`config.mk`:
```
export PLATFORM = sky130hd
export DESIGN_NAME = mem_port_arbiter
export DESIGN_NICKNAME = d
export VERILOG_FILES = /design/src/rtl/mem_arb_pkg.sv /design/src/rtl/mem_arb_stats.sv /design/src/rtl/mem_port_arbiter.sv
export SDC_FILE = /design/constraint.sdc
export NUM_CORES = 1
export LEC_CHECK = 0
export ABC_AREA = 1
export CAP_MARGIN = 20
export CORE_UTILIZATION = 39
export DETAILED_ROUTE_END_ITERATION = 8
export PLACE_DENSITY_LB_ADDON = 0.3
export RECOVER_POWER = 100
export SLEW_MARGIN = 20
export SYNTH_ARGS = -nofsm -noshare
export SYNTH_HDL_FRONTEND = slang
export SYNTH_SLANG_ARGS = --single-unit
```
`constraint.sdc`:
```
create_clock -name clk -period 1.48 [get_ports clk]
set_input_delay 0.296 -clock clk [delete_from_list [all_inputs] [get_ports clk]]
set_output_delay 0.296 -clock clk [all_outputs]
set_load 0.01 [all_outputs]
```
`src/rtl/mem_arb_pkg.sv`:
```
// Shared types and widths for the MEM-stage memory port arbiter.
// The optional statistics counters are enabled with MEM_ARB_STATS_EN.
package mem_arb_pkg;

    localparam int ADDR_W = 8;
    localparam int DATA_W = 8;
    localparam int STAT_W = 16;

    typedef enum logic [1:0] {
        IDLE      = 2'd0,
        BUSY_CORE = 2'd1,
        BUSY_EXT  = 2'd2
    } arb_state_e;

endpackage

```
`src/rtl/mem_arb_stats.sv`:
```
// Saturating stall-cycle and external-grant counters for the memory port arbiter.
// Instantiated only when MEM_ARB_STATS_EN is defined.
module mem_arb_stats
    import mem_arb_pkg::*;
(
    input  logic              clk,
    input  logic              reset,
    input  logic              core_stall,
    input  logic              ext_gnt,
    output logic [STAT_W-1:0] stat_stall_cnt,
    output logic [STAT_W-1:0] stat_ext_cnt
);

    localparam logic [STAT_W-1:0] STAT_MAX = '1;

    logic [STAT_W-1:0] stall_cnt_q, stall_cnt_d;
    logic [STAT_W-1:0] ext_cnt_q, ext_cnt_d;

    always_comb begin
        stall_cnt_d = stall_cnt_q;
        ext_cnt_d   = ext_cnt_q;
        if (core_stall && (stall_cnt_q != STAT_MAX)) begin
            stall_cnt_d = stall_cnt_q + STAT_W'(1);
        end
        if (ext_gnt && (ext_cnt_q != STAT_MAX)) begin
            ext_cnt_d = ext_cnt_q + STAT_W'(1);
        end
    end

    always_ff @(posedge clk) begin
        if (reset) begin
            stall_cnt_q <= '0;
            ext_cnt_q   <= '0;
        end else begin
            stall_cnt_q <= stall_cnt_d;
            ext_cnt_q   <= ext_cnt_d;
        end
    end

    assign stat_stall_cnt = stall_cnt_q;
    assign stat_ext_cnt   = ext_cnt_q;

endmodule

```
`src/rtl/mem_port_arbiter.sv`:
```
// Shares the single-ported MEM-stage data memory between the pipeline and an external
// requester; fixed-latency transactions, starvation guard. Stats via MEM_ARB_STATS_EN.
//
// state     | meaning
// ----------+-----------------------------------------------------------
// IDLE      | no access in flight; arbitrate core vs. external request
// BUSY_CORE | core access in flight, waiting MEM_LAT cycles for data
// BUSY_EXT  | external access in flight, waiting MEM_LAT cycles for data
module mem_port_arbiter
    import mem_arb_pkg::*;
#(
    parameter int MEM_LAT    = 1,
    parameter int STARVE_MAX = 4
) (
    input  logic              clk,
    input  logic              reset,
    input  logic              core_memread,
    input  logic              core_memwrite,
    input  logic [ADDR_W-1:0] core_addr,
    input  logic [DATA_W-1:0] core_wdata,
    output logic [DATA_W-1:0] core_rdata,
    output logic              core_stall,
    input  logic              ext_req,
    input  logic              ext_we,
    input  logic [ADDR_W-1:0] ext_addr,
    input  logic [DATA_W-1:0] ext_wdata,
    output logic              ext_gnt,
    output logic              ext_rvalid,
    output logic [DATA_W-1:0] ext_rdata,
    output logic              mem_en,
    output logic              mem_we,
    output logic [ADDR_W-1:0] mem_addr,
    output logic [DATA_W-1:0] mem_wdata,
    input  logic [DATA_W-1:0] mem_rdata
`ifdef MEM_ARB_STATS_EN
    ,
    output logic [STAT_W-1:0] stat_stall_cnt,
    output logic [STAT_W-1:0] stat_ext_cnt
`endif
);

    localparam int LAT_W    = 3;
    localparam int STARVE_W = $clog2(STARVE_MAX + 1);

    arb_state_e          state_q, state_d;
    logic [LAT_W-1:0]    lat_q, lat_d;
    logic [STARVE_W-1:0] starve_q, starve_d;
    logic                wr_q, wr_d;
    logic                mem_en_q, mem_en_d;
    logic                mem_we_q, mem_we_d;
    logic [ADDR_W-1:0]   mem_addr_q, mem_addr_d;
    logic [DATA_W-1:0]   mem_wdata_q, mem_wdata_d;
    logic [DATA_W-1:0]   core_rdata_q, core_rdata_d;
    logic [DATA_W-1:0]   ext_rdata_q, ext_rdata_d;
    logic                core_done_q, core_done_d;
    logic                ext_gnt_q, ext_gnt_d;
    logic                ext_rvalid_q, ext_rvalid_d;

    logic core_req;
    logic starve_full;

    // In the core_done cycle the pipeline advances, so the request still on the bus is stale.
    assign core_req    = (core_memread | core_memwrite) & ~core_done_q;
    assign starve_full = (starve_q == STARVE_W'(STARVE_MAX));

    always_comb begin
        state_d      = state_q;
        lat_d        = lat_q;
        starve_d     = starve_q;
        wr_d         = wr_q;
        mem_en_d     = 1'b0;
        mem_we_d     = 1'b0;
        mem_addr_d   = mem_addr_q;
        mem_wdata_d  = mem_wdata_q;
        core_rdata_d = core_rdata_q;
        ext_rdata_d  = ext_rdata_q;
        core_done_d  = 1'b0;
        ext_gnt_d    = 1'b0;
        ext_rvalid_d = 1'b0;

        case (state_q)
            IDLE: begin
                if (core_req && !(ext_req && starve_full)) begin
                    state_d     = BUSY_CORE;
                    lat_d       = LAT_W'(MEM_LAT);
                    wr_d        = core_memwrite;
                    mem_en_d    = 1'b1;
                    mem_we_d    = core_memwrite;
                    mem_addr_d  = core_addr;
                    mem_wdata_d = core_wdata;
                    if (ext_req && !starve_full) begin
                        starve_d = starve_q + STARVE_W'(1);
                    end
                end else if (ext_req) begin
                    state_d     = BUSY_EXT;
                    lat_d       = LAT_W'(MEM_LAT);
                    wr_d        = ext_we;
                    mem_en_d    = 1'b1;
                    mem_we_d    = ext_we;
                    mem_addr_d  = ext_addr;
                    mem_wdata_d = ext_wdata;
                    ext_gnt_d   = 1'b1;
                    starve_d    = '0;
                end
            end
            BUSY_CORE, BUSY_EXT: begin
                if (lat_q == '0) begin
                    state_d = IDLE;
                    if (state_q == BUSY_CORE) begin
                        core_done_d = 1'b1;
                        if (!wr_q) begin
                            core_rdata_d = mem_rdata;
                        end
                    end else if (!wr_q) begin
                        ext_rdata_d  = mem_rdata;
                        ext_rvalid_d = 1'b1;
                    end
                end else begin
                    lat_d = lat_q - LAT_W'(1);
                end
            end
            default: begin
                state_d = IDLE;
            end
        endcase
    end

    always_ff @(posedge clk) begin
        if (reset) begin
            state_q      <= IDLE;
            lat_q        <= '0;
            starve_q     <= '0;
            wr_q         <= 1'b0;
            mem_en_q     <= 1'b0;
            mem_we_q     <= 1'b0;
            mem_addr_q   <= '0;
            mem_wdata_q  <= '0;
            core_rdata_q <= '0;
            ext_rdata_q  <= '0;
            core_done_q  <= 1'b0;
            ext_gnt_q    <= 1'b0;
            ext_rvalid_q <= 1'b0;
        end else begin
            state_q      <= state_d;
            lat_q        <= lat_d;
            starve_q     <= starve_d;
            wr_q         <= wr_d;
            mem_en_q     <= mem_en_d;
            mem_we_q     <= mem_we_d;
            mem_addr_q   <= mem_addr_d;
            mem_wdata_q  <= mem_wdata_d;
            core_rdata_q <= core_rdata_d;
            ext_rdata_q  <= ext_rdata_d;
            core_done_q  <= core_done_d;
            ext_gnt_q    <= ext_gnt_d;
            ext_rvalid_q <= ext_rvalid_d;
        end
    end

    assign core_stall = (core_memread | core_memwrite) & ~core_done_q & ~reset;
    assign core_rdata = core_rdata_q;
    assign ext_gnt    = ext_gnt_q;
    assign ext_rvalid = ext_rvalid_q;
    assign ext_rdata  = ext_rdata_q;
    assign mem_en     = mem_en_q;
    assign mem_we     = mem_we_q;
    assign mem_addr   = mem_addr_q;
    assign mem_wdata  = mem_wdata_q;

`ifdef MEM_ARB_STATS_EN
    mem_arb_stats u_stats (
        .clk            (clk),
        .reset          (reset),
        .core_stall     (core_stall),
        .ext_gnt        (ext_gnt_q),
        .stat_stall_cnt (stat_stall_cnt),
        .stat_ext_cnt   (stat_ext_cnt)
    );
`endif

endmodule

```
## Word-level counts from Yosys, hierarchy flattened

Cells that the tools add are included.
Widths: inputs -> output; s select.

| storage, ports and cells | value |
|---|---|
| register bits after elaboration | 46 |
| bits of input ports | 46 |
| output and inout bits | 37 |
| logic and storage cells | 75 |

| operators by class | value |
|---|---|
| add/subtract/negate cells | 2 |
| eq/ne operators | 7 |
| muxes and demuxes | 23 |
| bitwise operators | 10 |
| reductions and logical operators | 20 |

Operators with widths:

| cell | number |
|---|---|
| $mux 8 | 4 |
| $mux 3 | 6 |
| $mux 1 | 8 |
| $reduce_and 4->1 | 2 |
| $not 1->1 | 7 |
| $mux 2 | 3 |
| $pmux 3 s2 | 1 |
| $reduce_and 3->1 | 2 |
| $reduce_or 3->1 | 2 |
| $ne 2x2->1 const B | 2 |
| $pmux 2 s2 | 1 |
| $reduce_and 2->1 | 2 |
| $reduce_bool 2->1 | 2 |
| $reduce_or 2->1 | 2 |
| $reduce_or 4->1 | 1 |
| $add 3x1->3 const B | 1 |
| $eq 3x3->1 const B | 1 |
| $logic_and 1x1->1 | 3 |
| $logic_not 3->1 | 1 |
| $ne 3x3->1 const B | 1 |
| $sub 3x1->3 const B | 1 |
| $and 1x1->1 | 2 |
| $eq 2x1->1 const B | 1 |
| $eq 2x2->1 const B | 1 |
| 4 further kinds | 5 |

## Depth between registers and ports, before layout

| depth | value |
|---|---|
| depth in word-level cells | 6 |
| mapped depth | 10 |
| depth with buffers taken out | 9 |

## Worst setup path before layout

Ideal clock, no wire load.

| path | value |
|---|---|
| path kind | flip-flop to flip-flop |
| from | register state_q[0] |
| to | register ext_rdata_q[0] (netlist: ext_rdata[0]) |
| library setup time | 0.116 ns |
| data arrival time | 1.315 ns |
| data required time | 1.364 ns |
| path slack | 0.049 ns |
| cell stages (with the launch flop) | 8 |
| buffers on the path | 0 |
| clock period less this slack | 1.431 ns |
| cells stage by stage | dfxtp_1 -> inv_1 -> ha_1 -> nand3_1 -> nor3_4 -> inv_2 -> nor2_1 -> nor2_1 |

| between the ends | value |
|---|---|
| cells in the longest elaborated chain, start to end | 3 |
| elaborated cells between the ends (all ways) | 5 |
| those cells by class | eq/ne: 2; bitwise: 1; reduce/logical: 2 |

Ends and longest elaborated chain:

| element | RTL line | RTL |
|---|---|---|
| from (decl) | mem_port_arbiter.sv:45 | `arb_state_e state_q, state_d;` |
| from (signal assigned) | mem_port_arbiter.sv:144 | `state_q <= state_d;` |
| $eq 2x1->1 or $eq 2x2->1 (tied branches) | mem_port_arbiter.sv:81, mem_port_arbiter.sv:109 |  |
| $reduce_or 2->1 or $not 1->1 (tied branches) | n/a |  |
| $reduce_and 4->1 (no source line) * | n/a |  |
| to (signal assigned) | mem_port_arbiter.sv:153 | `ext_rdata_q <= ext_rdata_d;` |
| to (decl) | mem_port_arbiter.sv:54 | `logic [DATA_W-1:0] ext_rdata_q, ext_rdata_d;` |

Every way passes the cells marked *; elsewhere a longest branch is shown, timed or not.
A chain may end at the register's enable or synchronous reset.

## Worst setup path after layout

| path | value |
|---|---|
| from | register ext_gnt_q (netlist: ext_gnt) |
| to | output port ext_gnt |

RTL lines:

| element | RTL line | RTL |
|---|---|---|
| from (decl) | mem_port_arbiter.sv:56 | `logic ext_gnt_q, ext_gnt_d;` |
| from (signal assigned) | mem_port_arbiter.sv:155 | `ext_gnt_q <= ext_gnt_d;` |
| to (decl) | mem_port_arbiter.sv:27 | `output logic ext_gnt,` |

No word-level cell between the ends.

==> metrics <==
gr ovfl total=0; Main synth FF type=dfxtp_1; Die Width=76.0 µm; most frequent cells in the layout=nand2_1 (85), nor2_1 (49), dfxtp_1 (45); Bufs on Longest Clock Path=2; Cell Rows=26; GP Congestion=0.761; CTS clk-pin slew, worst paths=0.09 ns; Worst-Margin Slew=0.307 ns; fin crit share=98.0%; DR top layer=met4; post-synthesis sequential area ratio=43.1%; CP arrival=1.15 ns; Max-Cap Viols=0; wire per inst=10.5 µm; Largest stage delay, worst path=0.53 ns; leakage power=0.00163 µW; Root Driver=clkbuf_8; vias after detailed routing=2215; die area=5780 µm²; initial antenna violation count=0; DRT iter0 DRCs=47; Critical Path Source Type=flop; WL met2=2490 µm; Mapped Avg Cell Area=6.92 µm²; Hold WC Path Type=in -> reg; Final Worst Setup Slack=0.0293 ns; Post-DP HPWL=3750 µm; clk_skew=0.00481 ns; placed cell count=473; CP delay by family, top=buffers and inverters; pre-CTS setup slack=-0.302 ns; max-slew violations=0; largest net degree at the start of global routing=22; cell taking the most area after synthesis=dfxtp_1; Syn Nets=362; Synth Cell Area=2140 µm²; Tot Pwr=4680 µW; Layout Nets=465; Num Clock Sinks=46; R2R Setup Slk=0.10 ns; Slew headroom=79.3%; Total GRT Usage=17.4%; DRC=0; min cycle time layout=1.45 ns; maximum resistive drop on vdd=0.609 mV; CTS H-Tree Depth=2; Die H=76.0 µm; Routed WL=5080 µm; crit path cell chain=clkdlybuf4s50_1; most common cell after layout, fill and taps aside=nand2_1; area grow syn2layout=53.6%; Post-synth EDFFs=0; cells after synthesis=309; Final Setup Violations=0; DR WL met3=392 µm; vias per inst=4.59; vias in the first global route=1964; # IOs=83; CTS tree=yes; final hold violation count=0; post-route ant nets=0; Synth async-reset ratio=0%; n_diodes=0; Buffers on Ports=82; Buf+Inv Stages, Crit Path=1; Core ar.=5200 µm²; Initial Util=41.1%; cts hold-fix bufs=0; Clk Latency, worst-skew pair=0.30 ns; Critical Path Slowest Stage Cell=clkdlybuf4s50_1; Num CTS Buffers=5; Yosys cell types=22; YS warnings=0; share of post-route cells with drive strength above 1=10.9%; register bit total from synthesis=46; Synth area leaders=dfxtp_1 (43%), nand2_1 (15%), nor2_1 (8.6%), o21ai_0 (7.0%), inv_1 (5.8%); post-synth top area share=43.1%; status=finished, final reports clean; fin cells=483; Max Clock Freq=689 MHz; global-route wire length before repair=8150 µm; M1 WL=2130 µm; kind of critical path=reg -> out; Pwr Density=1420 nW/µm²; worst path required time=1.18 ns; crit-path max FO=1; CP endpoint kind=output pin; First-pass DRT Iterations=4
synthesized netlist by cell type (2+ instances only):
| library cell | n |
|---|---|
| inv_1 | 33 |
| nor2_1 | 49 |
| o21ai_1 | 5 |
| dfxtp_1 | 46 |
| clkbuf_1 | 4 |
| a21oi_1 | 7 |
| inv_2 | 4 |
| buf_6 | 4 |
| o21ai_0 | 30 |
| buf_2 | 2 |
| ha_1 | 7 |
| nand2_1 | 87 |
| nand3_1 | 22 |
final timing paths:
| path | from | endpoint | depth (start not counted) |
|---|---|---|---|
| max | ext_gnt$_SDFF_PP0_ | ext_gnt | 1 |
| min | core_memwrite | mem_we$_SDFF_PP0_ | 4 |
| max reg2reg | starve_q[0]$_SDFFE_PP0P_ | mem_addr[7]$_SDFFE_PP0P_ | 9 |
| min reg2reg | lat_q[1]$_SDFFE_PP0P_ | lat_q[1]$_SDFFE_PP0P_ | 2 |
routing by layer:
layer / vias to the layer above / track usage (%)
li1: 1168 / -
met1: 973 / 18.2
met2: 68 / 31.8
met3: 6 / 6.59
met4: 0 / 5.77
met5: - / 0
worst min-delay path: cells and delay by family:
kind,cells,cell delay (ns)
simple gates,1,0.07
buf+inv,2,0.28
compound gates,1,0.07
flip-flops by register name, summed over array words and instances, names as in the netlist, 2 cells and up:
signal and count:
core_rdata 8, ext_rdata 8, mem_addr 8, mem_wdata 8, lat_q 3, starve_q 3, state_q 2
power by group:
group	leakage, µW	internal, µW	switching (µW)
clock network	0.0000408	338	450
registers	0.000379	1580	159
logic	0.00121	1010	1140
total	0.00163	2930	1750
cell type report:
type,instances,area [µm²]
fillers,499,1920
flip-flops and latches,46,922
inverters,38,145
clock inverters,3,23.8
well taps,70,87.6
clock buffers,5,68.8
repair buffers,105,992
multi-input cells,216,1040
timing repair:
item	CTS	global route
buffers inserted	1	0
cloned	0	1
resized for setup	31	25
endpoints found under the setup margin	28	39
pin swaps	1	1
cells by family after synthesis:
group                    after synthesis  synth area share, %
flip-flops                            46                 43.1
AND/OR/NAND/NOR                      163                 31.4
XOR/XNOR                               1                0.410
AO/OA/AOI/OAI                         44                 11.0
adder cells (fa/ha/maj)                7                 4.10
buffers and inverters                 48                 9.95
stage by stage:
stage	utilization, %	instance area [µm²]	hold slack, ns	TNS, ns
after floorplan	-	2140	0.431	0
after global placement	61.1	3180	0.452	-5.09
after detailed placement	61.1	3180	0.465	-5.81
after CTS	62.4	3250	0.477	0
after global routing	63.1	3280	0.471	-0.0147
final	63.1	3280	0.445	0
Note: power is estimated with default switching activity, not from simulation.
